File: src/rtl/uart_pkg.sv
// Shared register map and status layout for the UART receive FIFO controller.
package uart_pkg;

    localparam logic REG_DATA = 1'b0;
    localparam logic REG_STAT = 1'b1;

    localparam int ST_AVAIL   = 0;
    localparam int ST_OVERRUN = 1;
    localparam int ST_FULL    = 2;
    localparam int ST_HALF    = 3;
    localparam int ST_IRQEN   = 7;

    localparam int CTRL_W1C_OVR = 1;

    // Field order matches the ST_* bit positions above (MSB first).
    typedef struct packed {
        logic       irq_en;
        logic [2:0] rsvd;
        logic       half;
        logic       full;
        logic       overrun;
        logic       avail;
    } status_t;

endpackage

File: src/rtl/uart_rx_fifo_ctrl_fifo.sv
// Synchronous FIFO with combinational head output and a separate occupancy counter.
module sync_fifo #(
    parameter int WIDTH = 8,
    parameter int DEPTH = 16,
    parameter int CNT_W = $clog2(DEPTH) + 1
) (
    input  logic             clk,
    input  logic             rst,
    input  logic             push,
    input  logic             pop,
    input  logic [WIDTH-1:0] din,
    output logic [WIDTH-1:0] dout,
    output logic             full,
    output logic             empty,
    output logic [CNT_W-1:0] count
);

    localparam int PTR_W = $clog2(DEPTH);

    logic [WIDTH-1:0] mem [DEPTH];
    logic [PTR_W-1:0] wr_ptr;
    logic [PTR_W-1:0] rd_ptr;
    logic             wr_en;
    logic             rd_en;

    assign full  = (count == CNT_W'(DEPTH));
    assign empty = (count == '0);
    assign dout  = mem[rd_ptr];

    // A write while full is legal only when the head leaves on the same edge.
    assign wr_en = push & (~full | pop);
    assign rd_en = pop & ~empty;

    always_ff @(posedge clk) begin
        if (wr_en) begin
            mem[wr_ptr] <= din;
        end
    end

    always_ff @(posedge clk) begin
        if (rst) begin
            wr_ptr <= '0;
            rd_ptr <= '0;
            count  <= '0;
        end else begin
            if (wr_en) begin
                wr_ptr <= wr_ptr + 1'b1;
            end
            if (rd_en) begin
                rd_ptr <= rd_ptr + 1'b1;
            end
            if (wr_en & ~rd_en) begin
                count <= count + 1'b1;
            end else if (rd_en & ~wr_en) begin
                count <= count - 1'b1;
            end
        end
    end

endmodule

File: src/rtl/uart_rx_fifo_ctrl.sv
// Receive-side controller: edge-detects uart_rx's sticky ready flag, buffers bytes,
// and exposes DATA and STATUS/CTRL registers plus a level interrupt to the CPU.
module uart_rx_fifo_ctrl
    import uart_pkg::*;
#(
    parameter int FIFO_DEPTH = 16,
    parameter int CNT_WIDTH  = $clog2(FIFO_DEPTH) + 1
) (
    input  logic                 clk,
    input  logic                 rst,
    input  logic                 rx_ready,
    input  logic [7:0]           rx_data,
    input  logic                 cs,
    input  logic                 we,
    input  logic                 addr,
    input  logic [7:0]           wdata,
    output logic [7:0]           rdata,
    output logic                 irq,
    output logic [CNT_WIDTH-1:0] fifo_count
);

    logic                 rdy_prev;
    logic                 overrun;
    logic                 irq_en;
    logic                 push;
    logic                 rd_data;
    logic                 rd_stat;
    logic                 wr_ctrl;
    logic                 pop;
    logic                 fifo_push;
    logic                 drop;
    logic                 full;
    logic                 empty;
    logic                 half;
    logic [7:0]           head;
    logic [CNT_WIDTH-1:0] count_nxt;
    logic                 ovr_nxt;
    logic                 ien_nxt;
    status_t              status;
    logic                 unused_wdata;

    assign unused_wdata = ^{wdata[6:2], wdata[0]};

    // rdy_prev resets high so a flag already asserted at reset release is ignored.
    assign push      = rx_ready & ~rdy_prev;
    assign rd_data   = cs & ~we & (addr == REG_DATA);
    assign rd_stat   = cs & ~we & (addr == REG_STAT);
    assign wr_ctrl   = cs &  we & (addr == REG_STAT);
    assign pop       = rd_data & ~empty;
    assign fifo_push = push & (~full | pop);
    assign drop      = push & full & ~pop;
    assign half      = (fifo_count >= CNT_WIDTH'(FIFO_DEPTH / 2));

    sync_fifo #(
        .WIDTH (8),
        .DEPTH (FIFO_DEPTH),
        .CNT_W (CNT_WIDTH)
    ) u_fifo (
        .clk   (clk),
        .rst   (rst),
        .push  (fifo_push),
        .pop   (pop),
        .din   (rx_data),
        .dout  (head),
        .full  (full),
        .empty (empty),
        .count (fifo_count)
    );

    always_comb begin
        status         = '0;
        status.irq_en  = irq_en;
        status.half    = half;
        status.full    = full;
        status.overrun = overrun;
        status.avail   = ~empty;
    end

    always_comb begin
        count_nxt = fifo_count;
        if (fifo_push & ~pop) begin
            count_nxt = fifo_count + 1'b1;
        end else if (pop & ~fifo_push) begin
            count_nxt = fifo_count - 1'b1;
        end
    end

    // Overrun set is applied after the W1C so a same-cycle drop keeps the flag.
    always_comb begin
        ien_nxt = irq_en;
        ovr_nxt = overrun;
        if (wr_ctrl) begin
            ien_nxt = wdata[ST_IRQEN];
            if (wdata[CTRL_W1C_OVR]) begin
                ovr_nxt = 1'b0;
            end
        end
        if (drop) begin
            ovr_nxt = 1'b1;
        end
    end

    always_ff @(posedge clk) begin
        if (rst) begin
            rdy_prev <= 1'b1;
            overrun  <= 1'b0;
            irq_en   <= 1'b0;
            irq      <= 1'b0;
            rdata    <= 8'h00;
        end else begin
            rdy_prev <= rx_ready;
            overrun  <= ovr_nxt;
            irq_en   <= ien_nxt;
            irq      <= ien_nxt & ((count_nxt != '0) | ovr_nxt);
            if (rd_data) begin
                rdata <= empty ? 8'h00 : head;
            end else if (rd_stat) begin
                rdata <= status;
            end
        end
    end

endmodule

File: config.mk
export PLATFORM = sky130hd
export DESIGN_NAME = uart_rx_fifo_ctrl
export DESIGN_NICKNAME = d
export VERILOG_FILES = /design/src/rtl/uart_pkg.sv /design/src/rtl/uart_rx_fifo_ctrl_fifo.sv /design/src/rtl/uart_rx_fifo_ctrl.sv
export SDC_FILE = /design/constraint.sdc
export NUM_CORES = 1
export LEC_CHECK = 0
export CAP_MARGIN = 20
export CORE_ASPECT_RATIO = 1.25
export CORE_UTILIZATION = 25
export DETAILED_ROUTE_END_ITERATION = 8
export GPL_ROUTABILITY_DRIVEN = 1
export GPL_TIMING_DRIVEN = 0
export PLACE_DENSITY_LB_ADDON = 0.05
export RECOVER_POWER = 25
export REMOVE_ABC_BUFFERS = 1
export SYNTH_ARGS = -nofsm -noshare
export SYNTH_HDL_FRONTEND = slang
export SYNTH_SLANG_ARGS = --single-unit
File: constraint.sdc
create_clock -name clk -period 8 [get_ports clk]
set_clock_uncertainty 0.05 [all_clocks]
set_input_delay 2 -clock clk [delete_from_list [all_inputs] [get_ports clk]]
set_output_delay 2 -clock clk [all_outputs]
set_load 0.05 [all_outputs]
; ---- Yosys cells after proc, flatten, opt, wreduce, memory -nomap -nowiden
; Memories as Yosys holds them, arrays and structs flattened. A register that Yosys moved wholly into a read port is not among the register bits.
; Index checks and enable logic that the tools add are counted.
[totals]
reg_bits = 25
ram_bits = 128
inputBits = 22
output_inout_bits = 14
n_memories = 1
[op_classes]
n_addsub = 4
magnitude_cmp = 1
eq_ne = 1
n_mux = 15
bitwise_logic = 28
reduce_logical = 4
[mem_list]
columns = name, words, word_bits, rd, rd_ports_with_merged_regs, write_ports, line_no
row1 = u_fifo.mem, 16, 8, 1, 1, 1, uart_rx_fifo_ctrl_fifo.sv:20  ; logic [WIDTH-1:0] mem [DEPTH];
[ops]
columns = operator, n
row1 = $mux 8, 3
row2 = $mux 5, 4
row3 = $and 1x1->1, 17
row4 = $not 1->1, 9
row5 = $add 4x1->4 const B, 2
row6 = $mux 4, 2
row7 = $mux 1, 6
row8 = $add 5x1->5 const B, 1
row9 = $eq 5x5->1 const B, 1
row10 = $ge 5x4->1 const B, 1
row11 = $logic_not 5->1, 1
row12 = $reduce_bool 5->1, 1
row13 = $sub 5x1->5 const B, 1
row14 = $reduce_bool 2->1, 2
row15 = $or 1x1->1, 2

; ---- Depth between registers and ports, before layout
[depth]
word_depth = 13
depth_mapped = 12
depth_no_buf = 11

; ---- Hierarchy
; From an unflattened synthesis, not the netlist that was laid out.
[unflattened]
hier_cells = 396
hier_area_um2 = 6451.2
[modules_own_cells]
columns = mod, n_inst, cells_each, area_per_inst_um2, seq_area_each_um2
row1 = sync_fifo, 1, 311, 5771.8, 4184.0
row2 = uart_rx_fifo_ctrl, 1, 85, 679.4, 240.2

; ---- Worst setup path before layout
; No wires, ideal clock.
[synth_path]
path_type = input -> register
startpoint = input port addr
endpoint = register u_fifo.count[4]
setup_time_ns = 0.128
t_arrival_ns = 4.086
required_ns = 7.822
slack_ns = 3.737
stages = 9
n_path_buf = 1
cell_sequence = or3b_1 nor2_1 buf_2 inv_1 ha_1 or4b_2 a21oi_1 xnor2_1 nor2_1
[synth_between]
elab_chain_cells = 9
word_cells_on_any_way = 13
classes_between = 1 x mux / 11 x bitwise / 1 x reduce/logical
[synth_rtl]
columns = element, line_no
row1 = from (decl), uart_rx_fifo_ctrl.sv:15  ; input logic addr,
row2 = $not 1->1 *, uart_rx_fifo_ctrl.sv:46  ; assign rd_data = cs & ~we & (addr == REG_DATA);
row3 = $and 1x1->1 *, uart_rx_fifo_ctrl.sv:46
row4 = $and 1x1->1 *, uart_rx_fifo_ctrl.sv:49  ; assign pop = rd_data & ~empty;
row5 = $or 1x1->1, "uart_rx_fifo_ctrl_fifo.sv:31, uart_rx_fifo_ctrl.sv:50"
row6 = $and 1x1->1, uart_rx_fifo_ctrl.sv:50  ; assign fifo_push = push & (~full | pop);
row7 = $and 1x1->1, uart_rx_fifo_ctrl_fifo.sv:31  ; assign wr_en = push & (~full | pop);
row8 = $not 1->1, uart_rx_fifo_ctrl_fifo.sv:54  ; end else if (rd_en & ~wr_en) begin
row9 = $and 1x1->1, uart_rx_fifo_ctrl_fifo.sv:54
row10 = $reduce_bool 2->1 (no line), --
row11 = to (signal assigned), uart_rx_fifo_ctrl_fifo.sv:53  ; count <= count + 1'b1;
row12 = to (signal assigned), uart_rx_fifo_ctrl_fifo.sv:55  ; count <= count - 1'b1;
row13 = to (decl), uart_rx_fifo_ctrl_fifo.sv:15  ; output logic [CNT_W-1:0] count
; Mark *: on every way between the ends. The rest lies on a longest branch, timed or not.
; A chain may end at the register's enable or synchronous reset.

; ---- Final worst setup path
; Ends and elaborated chain as after synthesis.

==> results.md <==
- Clock tree buffer depth: 2
- Port Buf Inserts: 29
- Chip Width: 145 µm
- Synthesized area: 6370 µm²
- Lkg Pwr: 2.42 nW
- Post-synth top area cell: edfxtp_1
- Fin crit share: 62.1%
- CP Class: in2reg
- Pwr Density: 252 nW/µm²
- Worst Reg-to-Reg Cells: 11
- Num CTS Buffers: 17
- Yosys warns: 0
- Synthesized instance count: 383
- Die Y: 180 µm
- Max cap viols: 0
- Layout cells sized above 1: 17.8%
- Gpl congestion: 0.674
- Via count: 3336
- Critical Path Source Type: primary input
- Hold WC Path Type: reg2reg
- Status: finished clean
- Slowest stage cell, crit path: clkdlybuf4s50_1
- Comb pwr share: 7.4%
- Critical Path Fanout Max: 12
- Total length of routed wires: 15800 µm
- Post-CTS sizing: 0
- Ant. Diodes: 0
- Fin util: 31.1%
- Switching pwr: 0.429 mW
- Wire length per cell: 21.0 µm
- Later-pin clock latency in the skew report: 0.42 ns
- Post-route ant nets: 0
- Initial Util: 25.7%
- P_int: 1.51 mW
- F_max: 0.201 GHz
- Count of pins over their slew limit: 0
- Worst EP arrival: 5.21 ns
- WHS Path Cells: 2
- Vias per cell: 4.41
- Largest net degree at the start of global routing: 22
- Post-synth top area share: 60.4%
- Final instance area: 7680 µm²
- Endpoint, Worst Hold: u_fifo.wr_ptr[0]$_SDFFE_PP0P_
- Crit path largest cell delay: 0.66 ns
- Initial antenna violation count: 0
- Placed cell area: 7040 µm²
- DP HPWL: 10000 µm
- Switching Fraction: 22.1%
- Total GRT Usage: 13.1%
- Clk pwr share: 45.7%
- Crit. End Element: flip-flop
- CTS tree: yes
- GR Overflow Total: 0
- DRT iter0 DRCs: 230
- Ports: 36
- Worst slew pin tran: 1.04 ns
- H-tree depth: 4
- CTS Hold Bufs: 0
- Tmin final: 4.97 ns
- Post-synth cell types: 43
- Row count: 64
- Setup TNS Final: 0 ns
- Core ar.: 24700 µm²
- Hold Crit Start: u_fifo.wr_ptr[0]$_SDFFE_PP0P_
- Clock root cell: clkbuf_16
- # setup viols final: 0
- Layout area overhead: 20.6%
- RR Endpoint: u_fifo.count[4]$_SDFFE_PP0P_
- Final hold viol count: 0
- Headroom to the max-slew limit: 30.9%
- Internal reg-to-reg setup slack: 4.75 ns
- CP top delay family: simple AND/OR/NAND/NOR gates
- Setup Fix Bufs, Post-CTS: 0
- Register area share after synthesis: 69.5%
- Fin nets: 444
- RR Startpoint: u_fifo.count[0]$_SDFFE_PP0P_
- Maximum VDD drop: 0.000140 V
- Vias in the first global route: 3610
- CP Cell Sequence: clkdlybuf4s50_1 > or3b_1 > nor2_1 > buf_6 > inv_1 > ha_1 > or4b_2 > a21oi_1 > xnor2_1 > nor2_1
- Worst Path Buf+Inv: 3
- Synth top area cells: edfxtp_1 60%, mux4_2 11%, dfxtp_1 9.1%
- Post-Place Cells: 724
- Post-Layout Cell Count: 756
- Seq pwr share: 46.8%
- WP data required: 8.24 ns
- # clock sinks: 157
- Die footprint: 26100 µm²
- CP dominant cell by count: nor2_1
- FF+latch count, synth: 157
- Worst-path clk slew: 0.06 ns
- Unrepaired setup endpoints after global routing: no
- Pre-antenna DRT Iters: 4
- Mean post-synth cell area: 16.6 µm²
- First-pass GRT wire length: 23500 µm
- DRC Markers: 0
power groups by stage:
stage	registers [mW]	logic, mW	clock network [mW]
2_1_floorplan	0.945	0.0670	0
3_3_place_gp	0.932	0.136	0
3_5_place_dp	0.926	0.147	0
4_1_cts	0.909	0.148	0.910
5_1_grt	0.910	0.158	0.945
6_report	0.908	0.144	0.886
Yosys cell counts, drive strengths merged:
master and instances:
edfxtp 128, mux4 32, dfxtp 29, nor2 27, a21oi 14, nand2 14
clkbuf 12, buf 10, mux2i 10, ha 9, inv 9, and2 8
nor3 8, a22oi 7, nand3 7, nand4 6, xor2 6, and3 5
and4 4, xnor2 4, a31oi 3, mux2 3, nand2b 3, nor2b 3
o211ai 3, o21ai 3, a211oi 2, or3 2, a221o 1, a311oi 1
a32oi 1, nand3b 1, nor3b 1, nor4b 1, nor4bb 1, o311a 1
or2 1, or3b 1, or4 1, or4b 1
kinds of logic after synthesis:
logic type	count (synthesis)	synth area share [%]
flops	157	69.5
simple gates	95	7.94
mux	45	13.4
compound gates	36	3.79
buf+inv	31	2.24
xor+xnor	10	1.38
fa+ha+maj	9	1.77
worst max-delay path by stage:
stage | from | end | slack, ns | cells past startpoint
4_1_cts | addr | u_fifo.count[4]$_SDFFE_PP0P_ | 2.95 | 10
3_3_place_gp | addr | u_fifo.count[4]$_SDFFE_PP0P_ | 2.15 | 9
2_1_floorplan | addr | u_fifo.count[4]$_SDFFE_PP0P_ | 3.59 | 8
5_1_grt | addr | u_fifo.count[4]$_SDFFE_PP0P_ | 2.78 | 10
3_5_place_dp | addr | u_fifo.count[4]$_SDFFE_PP0P_ | 2.52 | 10
6_report | addr | u_fifo.count[4]$_SDFFE_PP0P_ | 3.03 | 10
layer usage:
layer  up-vias  GRT usage (%)  routed length (µm)
met1      1717           16.2                6880
met3        11           2.82                 435
li1       1555              -                   -
met4         0           4.42                 240
met2        53           22.4                8280
met5         -              0                   0
layout by cell type (no fill, tap or decap), types with 5 or more instances in the layout:
cell             netlist  layout
dfxtp_1               29      27
mux2i_1               10      10
nor2_1                27      27
inv_1                  9       9
and2_1                 8       8
nand2_1               14      14
nand4_1                6       6
and3_1                 5       5
nor3_1                 8       8
nand3_1                7       7
clkdlybuf4s50_1        0      24
a22oi_1                7       7
a21oi_1               14      14
mux4_2                32      32
dlygate4sd3_1          0       5
xor2_1                 6       6
edfxtp_1             128     128
bufinv_16              0       5
ha_1                   9       9
clkbuf_16              0      17
worst register-to-register path: cells and delay by family, from the launching register on:
kind                     cells  cell delay, ns
XOR/XNOR                     1            0.13
AO/OA/AOI/OAI                1            0.18
AND/OR/NAND/NOR              4            1.37
adder cells (fa/ha/maj)      2            0.49
buffers and inverters        3            0.42
flip-flops                   1            0.48
registers in the layout, indices dropped and copies added (netlist names), named ones only:
register       count
u_fifo.wr_ptr      4
overrun            1
irq_en             1
u_fifo.mem       128
rdy_prev           1
rdata              8
u_fifo.count       5
irq                1
u_fifo.rd_ptr      4
through the flow:
stage	hold slack [ns]	power (mW)	worst slack [ns]
2_1_floorplan	0.422	1.01	3.59
3_3_place_gp	0.459	1.07	2.15
3_5_place_dp	0.465	1.07	2.52
4_1_cts	0.482	1.97	2.95
5_1_grt	0.506	2.01	2.78
6_report	0.481	1.94	3.03
cell type report:
cell class | instances | area [µm²]
clock inverters | 14 | 215
well taps | 330 | 413
clock buffers | 18 | 429
repair buffers | 33 | 364
multi-input cells | 195 | 1800
flip-flops and latches | 157 | 4430
inverters | 9 | 33.8
fillers | 2419 | 17100
Power figures use the tool's default switching activity.
